## src/rtl/demux_pkg.sv

```systemverilog
// demux_pkg: shared constants for the 1-to-4 demultiplexer
package demux_pkg;
   localparam logic [1:0] CH_A = 2'b00;
   localparam logic [1:0] CH_B = 2'b01;
   localparam logic [1:0] CH_C = 2'b10;
   localparam logic [1:0] CH_D = 2'b11;
   localparam int NUM_CH = 4;
   localparam int CNT_W_DEF = 8;
endpackage

```

## src/rtl/demux_slot.sv

```systemverilog
// demux_slot: one-entry holding slot with full flag and fill/drain handshake; counter when DEMUX_COUNT_EN is defined
module demux_slot
   import demux_pkg::*;
#(
   parameter int WIDTH = 4,
   parameter int CNT_W = CNT_W_DEF
) (
   input  logic             i_clk,
   input  logic             i_rst_n,
   input  logic             i_fill,
   input  logic [WIDTH-1:0] i_data,
   input  logic             i_ready,
   output logic             o_valid,
   output logic [WIDTH-1:0] o_data
`ifdef DEMUX_COUNT_EN
   ,
   output logic [CNT_W-1:0] o_cnt
`endif
);
   logic             full_q, full_d;
   logic [WIDTH-1:0] data_q, data_d;
   // a fill wins over a same-cycle drain so the slot passes words through at full rate
   always_comb begin
      full_d = i_fill | (full_q & ~i_ready);
      data_d = i_fill ? i_data : data_q;
   end
   // slot state; reset drops any held word
   always_ff @(posedge i_clk) begin
      if (!i_rst_n) begin
         full_q <= 1'b0;
         data_q <= '0;
      end else begin
         full_q <= full_d;
         data_q <= data_d;
      end
   end
   assign o_valid = full_q;
   assign o_data  = data_q;
`ifdef DEMUX_COUNT_EN
   logic [CNT_W-1:0] cnt_q, cnt_d;
   // count accepted words, wrapping naturally at all-ones
   always_comb cnt_d = i_fill ? cnt_q + 1'b1 : cnt_q;
   // counter register
   always_ff @(posedge i_clk) begin
      if (!i_rst_n) cnt_q <= '0;
      else cnt_q <= cnt_d;
   end
   assign o_cnt = cnt_q;
`else
   logic [CNT_W-1:0] unused_cnt_w;
   assign unused_cnt_w = '0;
`endif
endmodule

```

## src/rtl/demux_1_a_4.sv

```systemverilog
// demux_1_a_4: registered 1-to-4 demux with valid/ready; DEMUX_COUNT_EN adds per-channel transfer counters
module demux_1_a_4
   import demux_pkg::*;
#(
   parameter int WIDTH = 4,
   parameter int CNT_W = CNT_W_DEF
) (
   input  logic              i_clk,
   input  logic              i_rst_n,
   input  logic [WIDTH-1:0]  i_data,
   input  logic [1:0]        i_sel,
   input  logic              i_valid,
   output logic              o_ready,
   output logic [WIDTH-1:0]  o_a,
   output logic [WIDTH-1:0]  o_b,
   output logic [WIDTH-1:0]  o_c,
   output logic [WIDTH-1:0]  o_d,
   output logic [NUM_CH-1:0] o_valid,
   input  logic [NUM_CH-1:0] i_ready
`ifdef DEMUX_COUNT_EN
   ,
   output logic [CNT_W-1:0]  o_cnt_a,
   output logic [CNT_W-1:0]  o_cnt_b,
   output logic [CNT_W-1:0]  o_cnt_c,
   output logic [CNT_W-1:0]  o_cnt_d
`endif
);
   logic [NUM_CH-1:0] fill;
   logic [WIDTH-1:0]  data [NUM_CH];
`ifdef DEMUX_COUNT_EN
   logic [CNT_W-1:0]  cnt [NUM_CH];
`endif
   // accept when the selected slot is empty or draining; steer the transfer to that slot only
   always_comb begin
      o_ready = ~o_valid[i_sel] | i_ready[i_sel];
      fill    = (i_valid & o_ready) ? NUM_CH'(1) << i_sel : '0;
   end
   for (genvar g = 0; g < NUM_CH; g++) begin : g_slot
      demux_slot #(.WIDTH(WIDTH), .CNT_W(CNT_W)) u_slot (
         .i_clk   (i_clk),
         .i_rst_n (i_rst_n),
         .i_fill  (fill[g]),
         .i_data  (i_data),
         .i_ready (i_ready[g]),
         .o_valid (o_valid[g]),
         .o_data  (data[g])
`ifdef DEMUX_COUNT_EN
         ,
         .o_cnt   (cnt[g])
`endif
      );
   end
   assign o_a = data[CH_A];
   assign o_b = data[CH_B];
   assign o_c = data[CH_C];
   assign o_d = data[CH_D];
`ifdef DEMUX_COUNT_EN
   assign o_cnt_a = cnt[CH_A];
   assign o_cnt_b = cnt[CH_B];
   assign o_cnt_c = cnt[CH_C];
   assign o_cnt_d = cnt[CH_D];
`endif
endmodule

```

## config.mk

```make
export PLATFORM = sky130hd
export DESIGN_NAME = demux_1_a_4
export DESIGN_NICKNAME = d
export VERILOG_FILES = /design/src/rtl/demux_pkg.sv /design/src/rtl/demux_slot.sv /design/src/rtl/demux_1_a_4.sv
export SDC_FILE = /design/constraint.sdc
export NUM_CORES = 1
export LEC_CHECK = 0
export ABC_AREA = 1
export BUFFER_PORTS_ARGS = -buffer_cell sky130_fd_sc_hd__buf_2
export CAP_MARGIN = 20
export CORE_ASPECT_RATIO = 0.6
export CORE_MARGIN = 8
export CORE_UTILIZATION = 50
export CTS_CLUSTER_DIAMETER = 40
export DETAILED_ROUTE_END_ITERATION = 12
export GPL_TIMING_DRIVEN = 1
export PLACE_DENSITY_LB_ADDON = 0.25
export SYNTH_ARGS = -nofsm -noshare
export SYNTH_HDL_FRONTEND = slang
export SYNTH_SLANG_ARGS = --single-unit
```

## constraint.sdc

```tcl
create_clock -name i_clk -period 1.6 [get_ports i_clk]
set_clock_uncertainty 0.1 [all_clocks]
set_input_delay 0.16 -clock i_clk [delete_from_list [all_inputs] [get_ports i_clk]]
set_output_delay 0.16 -clock i_clk [all_outputs]
set_load 0.03 [all_outputs]
```

==> results.md, run 1 <==
- Run status: complete, no violations
- Slew at the pin closest to its max-slew limit: 0.4398 ns
- Syn Nets: 185
- H-tree Lvls: 1
- Number of clock sinks: 20
- Commonest non-fill, non-tap cell in the layout: nand2_1
- Rows: 13
- TritonCTS buffer count: 3
- Share of layout cells above drive strength 1: 0.2426
- Static leakage: 0.0007568 µW
- HP Class: in -> reg
- Largest net degree at the start of global routing: 22
- Mapped Area: 1122 µm²
- Netlist cell types: 18
- Post-synthesis average cell area: 6.525 µm²
- GRT Util Overall: 0.1260
- FF+latch count, synth: 20
- Syn Inst Count: 172
- Crit path DAT: 1.24 ns
- Finished Layout Cells: 232
- Final Slew Violations: 0
- GRT overflow: 0
- Slowest CP cell: dfxtp_1
- Worst Hold End: g_slot[2].u_slot.o_valid
- Crit-path most repeated cell: nand2_1
- Final hold vios: 0
- Longest Clk Path Bufs: 2
- Period minus WS final: 1.502 ns
- CP max stage delay: 0.36 ns
- Post-synthesis async set-or-reset flop share: 0
- Worst-case vdd ir drop: 0.5378 mV
- Bufs and invs on worst path: 1
- Routed vias: 1058
- Initial antenna violation count: 0
- First-pass detailed-route iteration total: 4
- Max Cap Viol: 0
- Critical path peak fanout: 7
- Post-Route WL: 2.558 mm
- CP Class: reg -> out
- Worst setup EP type: output pin
- R2r endpoint: g_slot[0].u_slot.o_data[2]
- Slew headroom: 0.7057
- Yosys warnings: 0
- R2R Path Start: g_slot[1].u_slot.o_valid
- Fin crit share: 0.9386
- Worst setup SP type: flip-flop
- RSZ-0062 raised after global routing: no
- Most frequent cells in the layout: nand2_1, inv_1, buf_2, dfxtp_1, nor2_1
- Worst reg-to-reg path cell count: 10
- PwrDens: 828.8 nW/µm²
- Die Area: 4067 µm²
- Area grow syn2layout: 17.73%
- Post-synth EDFFs: 0
- DR WL/cell: 11.03 µm
- Layout Nets: 217
- Hold wc startpoint: i_ready[2]
- RePlAce Congestion: 0.8472
- F_max: 0.6659 GHz
- Remaining routing DRC violations: 0
- Clk Latency, worst-skew pair: 0.25 ns
- IO Pins: 34
- N_diodes: 0
- Vias in the first global route: 902
- Hold Crit Depth: 4
- Root Buffer Master: clkbuf_8
- FILL cells: 222
- Vias/cell: 4.560
- Die Y-Extent: 52.70 µm
- # placed instances: 225
- Number of port buffers: 33
- Predominant post-synthesis flop cell: dfxtp_1
- Sequential fraction of the synthesis area: 0.3567
- Clk slew on worst S/H paths: 0.07 ns
- Die Wd: 77.17 µm
- Final setup vio count: 0
- Initial Utilization: 0.5227
- CORE AREA: 2147 µm²
- Cell family contributing the most delay on the critical path: simple AND/OR/NAND/NOR gates
- First-pass GRT wire length: 4.105 mm
- DP HPWL: 1.960 mm
- Detail Route Antenna Nets: 0
- DRC marker count from the first detailed-route iteration: 41
- CP required: 1.34 ns
- R2r setup slk: 0.21 ns
- Final TNS setup: 0 ns
- CTS tree: yes
- Critical path, cell by cell: nand2_1, nand2_1, nand2_1, nand2_1, nand2_4, clkbuf_4
## metrics by stage
step	total power, µW	utilization	hold slack [ns]	cell area (µm²)	worst slack [ns]
after floorplan	731.4	-	0.2233	1122	0.3772
after global placement	780.2	0.5816	0.3394	1249	0.1802
after detailed placement	785.8	0.5816	0.3394	1249	0.1194
after CTS	1097	0.6008	0.07296	1290	0.01523
after global routing	1164	0.6154	0.08306	1321	0.01157
final	1095	0.6154	0.07265	1321	0.09822
## what timing repair did
item	4_1_cts	5_1_grt
hold endpoints to repair	0	0
hold buffers	0	0
buffers inserted	0	3
resized for setup	0	1
endpoints found under the setup margin	0	1
## registers in the layout, summed over array words and instances, names as in the netlist
name and flops:
g_slot.u_slot.o_valid 4, g_slot.u_slot.o_data 16
## where the power goes
part / internal [µW] / total, µW / switching [µW]
clock: 167 / 313 / 145
combinational: 76.8 / 245 / 168
sequential: 524 / 537 / 13.1
total: 768 / 1100 / 327
## worst max-delay path by stage
stage / start / to / slack (ns) / depth (start not counted)
after floorplan: i_sel[0] / g_slot[0].u_slot.o_data[3] / 0.38 / 10
after global placement: i_sel[0] / g_slot[3].u_slot.o_data[3] / 0.18 / 11
after detailed placement: i_sel[0] / g_slot[3].u_slot.o_data[3] / 0.12 / 11
after CTS: g_slot[1].u_slot.o_valid / o_ready / 0.02 / 6
after global routing: g_slot[1].u_slot.o_valid / o_ready / 0.01 / 6
final: g_slot[1].u_slot.o_valid / o_ready / 0.1 / 6
## area by class of cell
type / instances / area [µm²] / share of cell area
multi-input cells: 98 / 479.2 / 0.3627
inverters: 44 / 165.2 / 0.1250
repair buffers: 37 / 197.7 / 0.1496
clock buffers: 3 / 41.29 / 0.03125
well taps: 30 / 37.54 / 0.02841
flip-flops and latches: 20 / 400.4 / 0.3030
## synthesized netlist by cell type, types with 2 or more instances
cell type | n | area (µm²)
nand3_4 | 3 | 52.55
a21oi_1 | 4 | 20.02
inv_2 | 2 | 7.510
dfxtp_1 | 20 | 400.4
nand2_1 | 49 | 183.9
inv_1 | 42 | 157.7
buf_4 | 4 | 30.03
clkbuf_1 | 2 | 7.510
nand3_1 | 4 | 20.02
buf_6 | 2 | 22.52
nand4_1 | 16 | 100.1
nor2_1 | 18 | 67.56
## per-layer routing
| layer | routed length, µm | part of all wire | GRT usage |
|---|---|---|---|
| met5 | 0 | 0 | 0 |
| met4 | 12 | 0.0047 | 0.02795 |
| met3 | 180 | 0.070 | 0.06164 |
| met2 | 1215 | 0.47 | 0.2086 |
| met1 | 1150 | 0.45 | 0.1452 |
## worst min-delay path, cell delays in order
cell     delay [ns]
buf_2          0.09
inv_1          0.03
nand2_1        0.05
a21oi_1        0.05
## cells by family (layout without fill, tap and decap cells)
kind of cell           Yosys count  count (layout)  synth area share
AND/OR/NAND/NOR                 93              94            0.4036
buffers and inverters           55              84            0.2218
flip-flops                      20              20            0.3567
AO/OA/AOI/OAI                    4               4           0.01784
No activity file was read; power rests on OpenSTA's default activity.
==> run 2, diff against run 1 <==
- CELL_PAD_IN_SITES_DETAIL_PLACEMENT: unset -> 0
- CELL_PAD_IN_SITES_GLOBAL_PLACEMENT: unset -> 1
- CORE_UTILIZATION: 50 -> 34
==> run 2 against run 1 <==
  * Utilization is 20 points lower
  * Setup slack worse by 0.012 ns
  * Via count down 0.85%
  * Register-to-register slack is essentially flat
  * Die area rose by 34%
  * Global-route usage decreased by 2.4 points
  * Fmax fell by 0.77%
  * Total power rose by 1.6%
  * First-iteration DRC count is 110% higher
  * Sequential share of layout area is 0.54 points lower
  * Sequential power hardly changed
  * Largest power group unchanged
  * Highest routed layer unchanged
==> results.md, run 2 (same netlist as run 1, synthesis figures left out) <==
- DP HPWL: 2.056 mm (+4.9%)
- Worst setup SP type: flip-flop
- Area grow syn2layout: 19.84%
- Worst-case vdd ir drop: 0.4582 mV (-15%)
- Most frequent cells in the layout: nand2_1, inv_1, buf_2, dfxtp_1, nor2_1
- Max Cap Viol: 0 (unchanged)
- N_diodes: 0 (unchanged)
- Reg power frac: 0.482 (-0.008)
- H-tree Lvls: 1 (unchanged)
- TritonCTS buffer count: 3 (unchanged)
- First-pass detailed-route iteration total: 4 (unchanged)
- DRC marker count from the first detailed-route iteration: 88 (+110%)
- Static leakage: 0.0007591 µW (+0.30%)
- DR WL/cell: 11.17 µm (+1.3%)
- Final TNS setup: 0 ns (unchanged)
- Die Y-Extent: 60.51 µm (+15%)
- Number of port buffers: 33 (unchanged)
- HP Class: in -> reg
- Int Power: 768.6 µW (about the same)
- Net Sw Frac: 0.3091 (+0.01046)
- GRT Util Overall: 0.1018 (-0.02418)
- GRT overflow: 0 (unchanged)
- Initial antenna violation count: 0 (unchanged)
- Routed vias: 1049 (-0.85%)
- Placement Cell Area: 1267 µm² (+1.5%)
- Share of layout cells above drive strength 1: 0.2463 (+0.003731)
- Psw: 343.9 µW (+5.1%)
- Final WS setup: 0.08649 ns (-0.01173 ns)
- Clk Latency, worst-skew pair: 0.26 ns (about the same)
- # resized after CTS: 0 (unchanged)
- Initial Utilization: 0.3504 (-0.1723)
- Longest Clk Path Bufs: 2 (unchanged)
- Critical path, cell by cell: nand2_1, nand2_1, nand2_1, nand2_1, nand2_4, buf_2
- CP required: 1.34 ns (about the same)
- Hold slack: 0.07268 ns (+0.00003200 ns)
- Fin crit share: 0.9459 (+0.007329)
- Detail Route Antenna Nets: 0 (unchanged)
- Final setup vio count: 0 (unchanged)
- RSZ-0062 raised after global routing: no
- IO Pins: 34 (unchanged)
- Slowest CP cell: dfxtp_1
- Rows: 16 (+3)
- Clk slew on worst S/H paths: 0.07 ns (about the same)
- CTS tree: yes
- Commonest non-fill, non-tap cell in the layout: nand2_1
- Crit path DAT: 1.25 ns (about the same)
- Crit-path most repeated cell: nand2_1
- Critical path peak fanout: 9 (+2)
- Die Area: 5456 µm² (+34%)
- DP Worst Slack: 0.1031 ns (-0.01626 ns)
- Final Power: 1113 µW (+1.6%)
- FILL cells: 356 (+60%)
- CP max stage delay: 0.36 ns (about the same)
- Layout Nets: 218 (+0.46%)
- Worst setup EP type: output pin
- Run status: complete, no violations
- Slew headroom: 0.6795 (-0.02624)
- CP Class: reg -> out
- Die Wd: 90.17 µm (+17%)
- PwrDens: 827.1 nW/µm² (-0.21%)
- CORE AREA: 3203 µm² (+49%)
- Final Slew Violations: 0 (unchanged)
- Final hold vios: 0 (unchanged)
- Clock Power Share: 0.296 (+0.010)
- RePlAce Congestion: 0.7780 (-8.2%)
- Remaining routing DRC violations: 0 (unchanged)
- Max reg flops: 16 (unchanged)
- Combinational share of power: 0.222 (-0.002)
- Number of clock sinks: 20 (unchanged)
- F_max: 0.6607 GHz (-0.77%)
- Slew at the pin closest to its max-slew limit: 0.4790 ns (+0.03921 ns)
- First-pass GRT wire length: 4.581 mm (+12%)
- Post-Route WL: 2.770 mm (+8.3%)
- Root Buffer Master: clkbuf_8
- Vias/cell: 4.230 (-7.2%)
- Period minus WS final: 1.514 ns (+0.01173 ns)
- Largest net degree at the start of global routing: 22 (unchanged)
- Final Cell Area: 1345 µm² (+1.8%)
- Vias in the first global route: 1037 (+15%)
run 2: cell count changes in the layout (fill, tap and decap cells not counted), sizes merged:
cell and delta:
buf +2, clkbuf -1
run 2: critical path: cells and delay by family (launching register included):
family	cells	cell delay [ns]
simple gates	5	0.43
flops	1	0.36
buf+inv	1	0.20
run 2: final cells by class:
cell class,count,area [µm²],share of cell area
inverters,44,165.2,0.1228
multi-input cells,98,479.2,0.3563
flip-flops and latches,20,400.4,0.2977
clock buffers,3,41.29,0.03070
repair buffers,38,202.7,0.1507
well taps,45,56.30,0.04186
run 2: power by group through the flow:
stage / clock network [µW] / logic [µW] / registers (µW)
finish: 329 / 247 / 536
global route: 358 / 277 / 539
CTS: 340 / 242 / 536
detailed placement: 0 / 240 / 548
global placement: 0 / 238 / 546
floorplan: 0 / 141 / 591
run 2: routing by layer:
metal  GRT usage  wire [µm]  vias to the layer above
met5           0          0                        -
met4     0.01408         12                        0
met3     0.03704        159                        2
met2      0.1833       1238                       26
met1      0.1180       1359                      451
li1            -          -                      570
run 2: timing repair:
item	CTS	global route
setup buffers	0	4
hold buffers	0	0
setup endpoints to repair	0	1
run 2: worst paths after layout:
path	end	depth (start not counted)	slack (ns)	from
min reg2reg	g_slot[3].u_slot.o_valid	2	0.39	g_slot[3].u_slot.o_valid
max	o_ready	6	0.09	g_slot[3].u_slot.o_valid
max reg2reg	g_slot[0].u_slot.o_data[2]	10	0.21	g_slot[3].u_slot.o_valid
min	g_slot[3].u_slot.o_valid	4	0.07	i_ready[3]
run 2: per-stage QoR:
step,cells,utilization
3_5_place_dp,240,0.3957
3_3_place_gp,240,0.3957
4_1_cts,243,0.4086
5_1_grt,248,0.4199
6_report,248,0.4199
2_1_floorplan,172,-
==> run 3, diff against run 2 <==
- MAX_ROUTING_LAYER: unset -> met4
==> run 3 against run 2 <==
  * Total power about the same
  * Clock power about the same
  * Flip-flop and latch count unchanged
  * Die area unchanged
  * Sequential power about the same
  * Via count up 0.19%
  * Global-route usage up 0.31 points
  * Utilization unchanged
  * First-iteration DRC count down 1.1%
  * Critical path type unchanged
  * Critical endpoint unchanged
  * Largest power group unchanged
  * Highest routed layer unchanged
==> results.md, run 3 (same netlist as run 1, synthesis figures left out) <==
- Worst setup EP type: output pin
- Critical path peak fanout: 9 (unchanged)
- Max layer used: met4
- CP max stage delay: 0.36 ns (about the same)
- PwrDens: 826.8 nW/µm² (about the same)
- Number of clock sinks: 20 (unchanged)
- H-tree Lvls: 1 (unchanged)
- Vias in the first global route: 1037 (unchanged)
- Worst-case vdd ir drop: 0.4579 mV (about the same)
- DP HPWL: 2.056 mm (unchanged)
- Crit-path most repeated cell: nand2_1
- Initial antenna violation count: 0 (unchanged)
- Finished Layout Cells: 248 (unchanged)
- Final TNS setup: 0 ns (unchanged)
- # placed instances: 240 (unchanged)
- Routed vias: 1051 (+0.19%)
- R2r setup slk: 0.21 ns (about the same)
- Hold Crit Depth: 4 (unchanged)
- Final core utilization: 0.4199 (unchanged)
- Max reg flops: 16 (unchanged)
- RePlAce Congestion: 0.7887 (+1.4%)
- Worst setup SP type: flip-flop
- Routed length on met2: 1.239 mm (about the same)
- First-pass GRT wire length: 4.574 mm (-0.15%)
- Run status: complete, no violations
- M1 WL: 1.370 mm (+0.81%)
- Share of layout cells above drive strength 1: 0.2463 (unchanged)
- Post-Route WL: 2.765 mm (-0.18%)
- Clk Latency, worst-skew pair: 0.26 ns (about the same)
- Final setup vio count: 0 (unchanged)
- Hold wc startpoint: i_ready[3]
- Hold Buf Count CTS: 0 (unchanged)
- Static leakage: 0.0007591 µW (unchanged)
- Number of port buffers: 33 (unchanged)
- Most frequent cells in the layout: nand2_1, inv_1, buf_2, dfxtp_1, nor2_1
- DRC marker count from the first detailed-route iteration: 87 (-1.1%)
- Largest net degree at the start of global routing: 22 (unchanged)
- R2r endpoint: g_slot[0].u_slot.o_data[2]
- TritonCTS buffer count: 3 (unchanged)
- Clk slew on worst S/H paths: 0.07 ns (about the same)
- GRT overflow: 0 (unchanged)
- Cell family contributing the most delay on the critical path: simple AND/OR/NAND/NOR gates
- Vias/cell: 4.238 (+0.19%)
- Crit path DAT: 1.25 ns (about the same)
- Remaining routing DRC violations: 0 (unchanged)
- HP Class: in -> reg
- Slew headroom: 0.6795 (about the same)
- Critical path, cell by cell: nand2_1, nand2_1, nand2_1, nand2_1, nand2_4, buf_2
- Die Y-Extent: 60.51 µm (unchanged)
- CP required: 1.34 ns (about the same)
- Rows: 16 (unchanged)
- Fin crit share: 0.9458 (about the same)
- Hold slack: 0.07299 ns (+0.0003102 ns)
- R2R Path Start: g_slot[3].u_slot.o_valid
- Final Slew Violations: 0 (unchanged)
- Worst reg-to-reg path cell count: 10 (unchanged)
- First-pass detailed-route iteration total: 4 (unchanged)
- N_diodes: 0 (unchanged)
- Root Buffer Master: clkbuf_8
- Met3 WL: 142 µm (-11%)
- Initial Utilization: 0.3504 (unchanged)
- CTS tree: yes
- Detail Route Antenna Nets: 0 (unchanged)
- Layout Nets: 218 (unchanged)
- IO Pins: 34 (unchanged)
- Slew at the pin closest to its max-slew limit: 0.4790 ns (+0.00001538 ns)
- GRT Util Overall: 0.1049 (+0.003115)
- F_max: 0.6608 GHz (about the same)
- # resized after CTS: 0 (unchanged)
- Period minus WS final: 1.513 ns (-0.0002339 ns)
- Die Wd: 90.17 µm (unchanged)
- Longest Clk Path Bufs: 2 (unchanged)
- CORE AREA: 3203 µm² (unchanged)
- Commonest non-fill, non-tap cell in the layout: nand2_1
- Area grow syn2layout: 19.84% (unchanged)
- RSZ-0062 raised after global routing: no
- Final hold vios: 0 (unchanged)
- DR WL/cell: 11.15 µm (-0.18%)
- Max Cap Viol: 0 (unchanged)
- Slowest CP cell: dfxtp_1
- Bufs and invs on worst path: 1 (unchanged)
- Worst Hold End: g_slot[3].u_slot.o_valid
- Die Area: 5456 µm² (unchanged)
- CP Class: reg -> out
run 3: power by group:
group | total [µW] | switching [µW] | internal, µW
clock network | 329 | 161 | 168
registers | 536 | 12.4 | 524
logic | 247 | 170 | 77.4
run 3: cell type report:
class	instances	area (µm²)
Tap cell	45	56.30
Timing Repair Buffer	38	202.7
Inverter	44	165.2
Fill cell	356	1858
Multi-Input combinational cell	98	479.2
Clock buffer	3	41.29
Sequential cell	20	400.4
run 3: tightest hold or removal path, cell delays in order:
cell and delay (ns):
buf_2 0.09, inv_1 0.04, nand2_1 0.04, a21oi_1 0.06
run 3: per-stage QoR:
stage	total power, µW	setup slack [ns]	instance area [µm²]
global route	1174	0.008355	1345
floorplan	731.4	0.3772	1122
detailed placement	787.9	0.1031	1267
CTS	1118	0.009589	1309
finish	1112	0.08672	1345
global placement	784.5	0.1589	1267
run 3: per-layer routing:
metal / vias to the layer above / track usage
met2: 27 / 0.1833
met4: 0 / 0.01408
met1: 451 / 0.1195
met3: 2 / 0.03457
li1: 571 / -
met5: - / -
run 3: worst max path at each step:
stage / startpoint / end / slack (ns) / cells past startpoint
after global placement: i_sel[0] / g_slot[3].u_slot.o_data[1] / 0.16 / 11
after global routing: g_slot[3].u_slot.o_valid / o_ready / 0.008 / 6
after floorplan: i_sel[0] / g_slot[0].u_slot.o_data[3] / 0.38 / 10
after CTS: g_slot[0].u_slot.o_valid / o_ready / 0.01 / 6
final: g_slot[3].u_slot.o_valid / o_ready / 0.09 / 6
after detailed placement: i_sel[0] / g_slot[3].u_slot.o_data[1] / 0.10 / 11
run 3: repair_timing:
| item | CTS | global route |
|---|---|---|
| endpoints found under the setup margin | 0 | 1 |
| setup buffers | 0 | 4 |
| endpoints found under the hold margin | 0 | 0 |
